File: config.mk
export PLATFORM = sky130hd
export DESIGN_NAME = trace_stack_ctrl
export DESIGN_NICKNAME = d
export VERILOG_FILES = /design/src/rtl/trace_stack_ctrl.sv
export SDC_FILE = /design/constraint.sdc
export NUM_CORES = 2
export LEC_CHECK = 0
export CORE_ASPECT_RATIO = 1.5
export CORE_UTILIZATION = 30
export DETAILED_ROUTE_END_ITERATION = 7
export PLACE_DENSITY = 0.56
export SLEW_MARGIN = 20
export SYNTH_ARGS = -nofsm -noshare
export SYNTH_HDL_FRONTEND = slang
export SYNTH_SLANG_ARGS = --single-unit
File: constraint.sdc
create_clock -name clk -period 9.6 [get_ports clk]
set_clock_uncertainty 0.2 [all_clocks]
set_input_delay 1.92 -clock clk [delete_from_list [all_inputs] [get_ports clk]]
set_output_delay 1.92 -clock clk [all_outputs]
set_load 0.005 [all_outputs]
File: src/rtl/trace_stack_ctrl.sv
// Assignment-trail stack for the DPLL core: records decision/forced entries
// and streams them back on backtrack until the latest decision is removed.
module trace_stack_ctrl #(
    parameter int DEPTH = 128,
    parameter int VAR_W = 9,
    parameter int CNT_W = $clog2(DEPTH + 1)
) (
    input  logic             clk,
    input  logic             reset,
    input  logic             clear,
    input  logic             push_valid,
    output logic             push_ready,
    input  logic             push_type,
    input  logic             push_val,
    input  logic [VAR_W-1:0] push_var,
    input  logic             bt_start,
    output logic             bt_busy,
    output logic             out_valid,
    input  logic             out_ready,
    output logic             out_type,
    output logic             out_val,
    output logic [VAR_W-1:0] out_var,
    output logic             out_last,
    output logic             out_unsat,
    output logic             unsat_empty,
    output logic [CNT_W-1:0] count,
    output logic [CNT_W-1:0] level,
    output logic             full,
    output logic             empty,
    output logic             overflow
);

    localparam int IDX_W = (DEPTH > 1) ? $clog2(DEPTH) : 1;
    localparam int ENT_W = VAR_W + 2;

    typedef enum logic {IDLE, BT} state_t;

    state_t           state;
    logic [ENT_W-1:0] stack [DEPTH];
    logic [ENT_W-1:0] top_ent;
    logic [ENT_W-1:0] next_ent;
    logic [IDX_W-1:0] top_idx;
    logic [IDX_W-1:0] next_idx;
    logic [IDX_W-1:0] wr_idx;
    logic             push_fire;
    logic             pop_fire;

    assign full       = (count == CNT_W'(DEPTH));
    assign empty      = (count == '0);
    assign bt_busy    = (state == BT);
    assign push_ready = (state == IDLE) && !full && !bt_start && !clear;
    assign push_fire  = push_valid && push_ready;
    assign pop_fire   = out_valid && out_ready;

    assign top_idx  = IDX_W'(count - CNT_W'(1));
    assign next_idx = IDX_W'(count - CNT_W'(2));
    assign wr_idx   = IDX_W'(count);
    assign top_ent  = stack[top_idx];
    assign next_ent = stack[next_idx];

    // Entry layout: {type, val, var}; contents need no reset.
    always_ff @(posedge clk) begin
        if (push_fire) begin
            stack[wr_idx] <= {push_type, push_val, push_var};
        end
    end

    always_ff @(posedge clk or negedge reset) begin
        if (!reset) begin
            state       <= IDLE;
            count       <= '0;
            level       <= '0;
            out_valid   <= 1'b0;
            out_type    <= 1'b0;
            out_val     <= 1'b0;
            out_var     <= '0;
            out_last    <= 1'b0;
            out_unsat   <= 1'b0;
            unsat_empty <= 1'b0;
            overflow    <= 1'b0;
        end else begin
            unsat_empty <= 1'b0;
            if (clear) begin
                state     <= IDLE;
                count     <= '0;
                level     <= '0;
                out_valid <= 1'b0;
                out_last  <= 1'b0;
                out_unsat <= 1'b0;
                overflow  <= 1'b0;
            end else begin
                unique case (state)
                    IDLE: begin
                        if (push_valid && full) begin
                            overflow <= 1'b1;
                        end
                        if (bt_start) begin
                            if (!empty) begin
                                state     <= BT;
                                out_valid <= 1'b1;
                                out_type  <= top_ent[ENT_W-1];
                                out_val   <= top_ent[ENT_W-2];
                                out_var   <= top_ent[VAR_W-1:0];
                                out_last  <= !top_ent[ENT_W-1]
                                             || (count == CNT_W'(1));
                                out_unsat <= top_ent[ENT_W-1]
                                             && (count == CNT_W'(1));
                            end else begin
                                unsat_empty <= 1'b1;
                            end
                        end else if (push_fire) begin
                            count <= count + CNT_W'(1);
                            if (!push_type) begin
                                level <= level + CNT_W'(1);
                            end
                        end
                    end
                    BT: begin
                        if (pop_fire) begin
                            count <= count - CNT_W'(1);
                            if (!out_type) begin
                                level <= level - CNT_W'(1);
                            end
                            // Chain straight into the next entry to keep 1/cycle.
                            if (!out_last) begin
                                out_type  <= next_ent[ENT_W-1];
                                out_val   <= next_ent[ENT_W-2];
                                out_var   <= next_ent[VAR_W-1:0];
                                out_last  <= !next_ent[ENT_W-1]
                                             || (count == CNT_W'(2));
                                out_unsat <= next_ent[ENT_W-1]
                                             && (count == CNT_W'(2));
                            end else begin
                                out_valid <= 1'b0;
                                out_last  <= 1'b0;
                                out_unsat <= 1'b0;
                                state     <= IDLE;
                            end
                        end
                    end
                    default: state <= IDLE;
                endcase
            end
        end
    end

endmodule

### Word-level counts from Yosys, hierarchy flattened

Memory sizes are Yosys's and may differ from the RTL's.
Index checks and enable logic that the tools add are counted.

| cells by class | value |
|---|---|
| $add $sub $neg | 5 |
| mux-type cells | 60 |
| eq/ne operators | 16 |
| bitwise operators | 2 |
| reduce and logical (&&, ||, !) cells | 23 |

Operators by type and width:

| cell | number |
|---|---|
| two-way mux 8 bit | 10 |
| two-way mux 1 bit | 37 |
| two-way mux 9 bit | 4 |
| case mux 8 bit (2 select lines) | 2 |
| != test 3 bit, second input constant | 7 |
| case mux 9 bit (2 select lines) | 1 |
| adder 8 x 1 -> 8 bit, second input constant | 2 |
| subtractor 8 x 1 -> 8 bit, second input constant | 2 |
| case mux 1 bit (2 select lines) | 6 |
| AND reduction 5 bit | 2 |
| equality test 8 x 1 -> 1 bit, second input constant | 1 |
| equality test 8 x 2 -> 1 bit, second input constant | 1 |
| equality test 8 bit, second input constant | 1 |
| logical AND 1 bit | 8 |
| zero test 8 bit | 1 |
| != test 2 bit, second input constant | 4 |
| subtractor 7 x 2 -> 7 bit, second input constant | 1 |
| AND reduction 3 bit | 2 |
| zero test 1 bit | 5 |
| AND reduction 4 bit | 1 |
| != test 3 x 2 -> 1 bit, second input constant | 1 |
| logical OR 1 bit | 2 |
| != test 2 x 1 -> 1 bit, second input constant | 1 |
| inverter 1 bit | 2 |
| other kinds (2) | 2 |

| word-level totals | value |
|---|---|
| bits in writable memories | 1408 |
| input bits | 17 |
| memories kept | 1 |
| register bits | 33 |
| word-level logic and storage cells | 118 |
| output and inout bits | 36 |

Memories:

| memory | depth | width | rd ports | clocked after memory_dff | wr ports | line | RTL |
|---|---|---|---|---|---|---|---|
| stack | 128 | 11 | 2 | 0 | 1 | 39 | `logic [ENT_W-1:0] stack [DEPTH];` |

### Logic depth before layout (Yosys ltp)

| depth | value |
|---|---|
| depth in word-level cells | 10 |
| gate-level depth with buffers | 16 |
| depth with buffers taken out | 10 |

### Least setup slack after synthesis

OpenSTA, ideal clock, no wires.

| timing | value |
|---|---|
| path kind | input-to-output |
| from | input clear |
| to | output push_ready |
| required time | 7.480 ns |
| stages on the path | 3 |
| arrival time | 2.451 ns |
| buffers on the path | 1 |
| path slack | 5.029 ns |
| cells stage by stage | clkbuf_2 nor3_1 nor2b_1 |

| between the ends | value |
|---|---|
| cells in the longest elaborated chain, start to end | 2 |

Ends and longest elaborated chain:

| item | line | RTL |
|---|---|---|
| start, declared | 10 | `input logic clear,` |
| zero test 1 bit | 51 | `assign push_ready = (state == IDLE) && !full && !bt_start && !clear;` |
| logical AND 1 bit | 51 |  |
| end, declared | 12 | `output logic push_ready,` |

Every way passes these cells.

### Worst setup path in the final report

| timing | value |
|---|---|
| from | register count[0] |
| to | register out_unsat |

| between the ends | value |
|---|---|
| cells in the longest elaborated chain, start to end | 7 |
| elaborated cells between the ends (all ways) | 16 |
| classes of those cells | add/sub (2); eq/ne (3); mux (6); reduce/logical (4); memory (1) |

Ends and longest elaborated chain:

| item | line | RTL |
|---|---|---|
| start, declared | 26 | `output logic [CNT_W-1:0] count,` |
| start signal, assigned | 112 | `count <= count + CNT_W'(1);` |
| start signal, assigned | 120 | `count <= count - CNT_W'(1);` |
| subtractor 8 x 1 -> 8 bit / subtractor 7 x 2 -> 7 bit (equally long branches) | -- |  |
| memory (128 x 11 bit) | -- |  |
| logical AND 1 bit, on equally long branches | 107, 132 |  |
| two-way mux 1 bit, on equally long branches | 98, 125 |  |
| two-way mux 1 bit, on equally long branches | 97, 119 |  |
| case mux 1 bit (2 select lines) | 92 | `unique case (state)` |
| two-way mux 1 bit | 83 | `if (clear) begin` |
| end signal, assigned | 106 | `out_unsat <= top_ent[ENT_W-1]` |
| end signal, assigned | 131 | `out_unsat <= next_ent[ENT_W-1]` |
| end, declared | 24 | `output logic out_unsat,` |

Parallel ways exist; a longest one is shown, timed or not. The select of a mux whose other input is x is not followed.
A chain may end at the register's enable or synchronous reset.

==> qor.yml <==
synthesis:
  syn_nets: 3460
  yosys_warnings: 0
  postSynthAreaPerCell_um2: 19.9
  syn_inst: 3426
  synth_edf_count: 1408
  ys_ff_latch: 1441
  ys_async_sr_fraction_pct: 2.29
  synth_seq_area_share_pct: 63.3
  ys.flop_type: "edfxtp_1"
  synthesis.area_um2: 68100
  ys_types: 66
timing:
  setup-tns-final_ns: 0
  worst_pin_slew_ns: 1.25
  fin_ws_ns: 3.57
  max_freq_mhz: 166
  maxSlewViolCount: 0
  min_period_ns: 6.03
  finalSetupViolations: 0
  fin_crit_sh_pct: 62.8
  max_slew_margin_pct: 15.9
  finalHoldViolCount: 0
  rsz0062_at_grt: "no"
clocking:
  h-tree-depth: 4
  cts.sinks: 1441
  cts-root-buf: "clkbuf_16"
  postCtsHoldBufs: 0
  postCtsSetupRepairBufs: 0
  numCtsBuffers: 142
  clk_latency_ns: 0.80
  cts_resized: 0
  clk_path_buf_depth: 4
  clk_pin_slew_ns: 0.07
  cts_tree: "done"
critical_path:
  cp-end-kind: "flop"
  cp.required_ns: 10.05
  reg2regPathDepth: 11
  slowest_delay_ns: 0.79
  path_cells: "clkinv_1 -> ha_1 -> nand2b_1 -> nand2_4 -> buf_4 -> mux4_2 -> mux2i_1 -> a2bb2oi_2 -> a31oi_2 -> nand3_1 -> a311oi_2"
  critPathKind: "reg2reg"
  path_buf_inv: 2
  start_kind: "flop"
  critical_path_cell_count: 11
  worstPathArrival_ns: 6.48
  critical_path.max_fanout: 36
  cp_slowest_cell: "clkinv_1"
  critPathTopFamily: "buffers and inverters"
global_routing:
  grt_pass1_wl_um: 304000
  grt_use_total_pct: 18.9
  grt_max_degree: 142
  first_global_vias: 38253
  antenna_found_initial: 9
  overflow: 0
layout:
  nFillCells: 21234
  area_delta_synth_final_pct: 12.2
  nets: 3497
  stdcell_count: 6577
  layout-drive-gt1-share_pct: 33.4
floorplan:
  num_rows: 213
  die_x_um: 391
  die_h_um: 585
  start_util_pct: 30.3
  top_level_ports: 53
  core_region_area_um2: 225000
  dieArea_um2: 229000
run:
  maxCapViolCount: 0
drt:
  wire_per_inst_um: 33.3
  ant_nets: 0
  drc_errors: 0
  first_pass_iters: 6
  wirelength_um: 219000
  viasPerCell: 5.64
  route.vias.total: 37103
  drtIter0Drc: 3857
hold_path:
  whs_path_depth: 2
  hp-class: "reg2reg"
place:
  dp_hpwl_um: 148000
  dp_slack_ns: 3.49
  io_buffers: 52
  globalplace.congestion: 0.924
  placed_cells: 6328
pwr:
  power_density_nw_per_um2: 270
  ir_worst_vdd_v: 0.000202
  p_leak_nw: 22.5
status:
  status: "completed"
[flip-flops by register name (all words and copies together) (netlist names), 8 cells and up]
register	flops
out_var	9
count	8
level	8
stack	1408
[Yosys cell counts (16+ instances only)]
cell type	n	area [um^2]
nand4_1	22	138
mux2i_1	50	500
clkbuf_1	79	297
edfxtp_1	1408	42300
a21oi_1	37	185
dfrtp_1	33	826
a32oi_1	22	193
mux4_1	22	578
buf_4	55	413
buf_6	28	315
o21ai_0	18	90.1
ha_1	16	200
mux4_2	789	17800
nand2_1	295	1110
nor2_1	181	679
a31oi_1	21	131
and3_1	22	138
buf_2	73	365
nand3_1	76	380
[cell usage in the layout (no fill, tap or decap), types with 24 or more instances in the layout]
cell / synthesis / final
nand3_1: 76 / 76
nor2_1: 181 / 136
nor2_2: 0 / 44
mux4_2: 789 / 789
clkbuf_16: 0 / 144
dfrtp_1: 33 / 31
nand2_1: 295 / 290
buf_4: 55 / 106
edfxtp_1: 1408 / 1408
a21oi_1: 37 / 37
clkinv_2: 0 / 24
mux2i_1: 50 / 50
clkdlybuf4s50_1: 0 / 40
[power breakdown]
part	switching (W)	internal (W)	total [W]
Sequential	0.000138	0.00695	0.00709
Combinational	0.00494	0.00285	0.00779
Clock	0.00248	0.00324	0.00572
[cell families (layout without fill, tap and decap cells)]
family / count (synthesis) / after routing / share of synthesized area, %
xor+xnor: 17 / 17 / 0.246
compound gates: 177 / 177 / 1.83
fa+ha+maj: 17 / 17 / 0.324
flops: 1441 / 1441 / 63.3
buf+inv: 268 / 406 / 2.49
other cells: 0 / 3 / 0
mux: 867 / 867 / 27.8
simple gates: 639 / 639 / 3.98
[per-stage QoR]
stage / hold slack [ns] / total power, W / util (%) / instance area [um^2]
after floorplan: 0.286 / 0.0118 / - / 68100
after global placement: 0.315 / 0.0150 / 31.8 / 71600
after detailed placement: 0.312 / 0.0150 / 31.9 / 71700
after CTS: 0.330 / 0.0206 / 33.9 / 76300
after global routing: 0.357 / 0.0210 / 33.9 / 76400
final: 0.327 / 0.0206 / 34.0 / 76400
[final timing paths]
check                               to  slack, ns  startpoint
setup / recovery             out_unsat       3.57    count[0]
hold / removal                overflow       0.33    overflow
setup reg to reg             out_unsat       3.57    count[0]
hold reg to reg               overflow       0.33    overflow
max in group asynchronous     count[0]       7.50       reset
min in group asynchronous  unsat_empty       1.03       reset
[routing by layer]
| metal | up-vias | global-route usage (%) | part of all wire, % |
|---|---|---|---|
| met1 | 20275 | 21.6 | 35 |
| met5 | - | 0 | 0.012 |
| met2 | 1686 | 33.4 | 52 |
| met3 | 418 | 2.20 | 6.1 |
| li1 | 14720 | - | - |
| met4 | 4 | 12.3 | 7.5 |
[worst register-to-register path, stage by stage, from the launching register on]
cell	delay (ns)
dfrtp_4	0.77
clkinv_1	0.80
ha_1	0.59
nand2b_1	0.53
nand2_4	0.71
buf_4	0.64
mux4_2	0.74
mux2i_1	0.23
a2bb2oi_2	0.26
a31oi_2	0.19
nand3_1	0.15
a311oi_2	0.10
[layout make-up]
cell class,instances,area (um^2),area share (%)
antenna,3,7.51,0.00983
clock inverter,83,906,1.19
tap,3010,3770,4.93
inverter,7,26.3,0.0344
timing repair buffer,154,1350,1.77
clock buffer,162,3700,4.85
sequential,1441,43100,56.5
multi-input combinational,1717,23500,30.8
(Power assumes the default switching activity.)
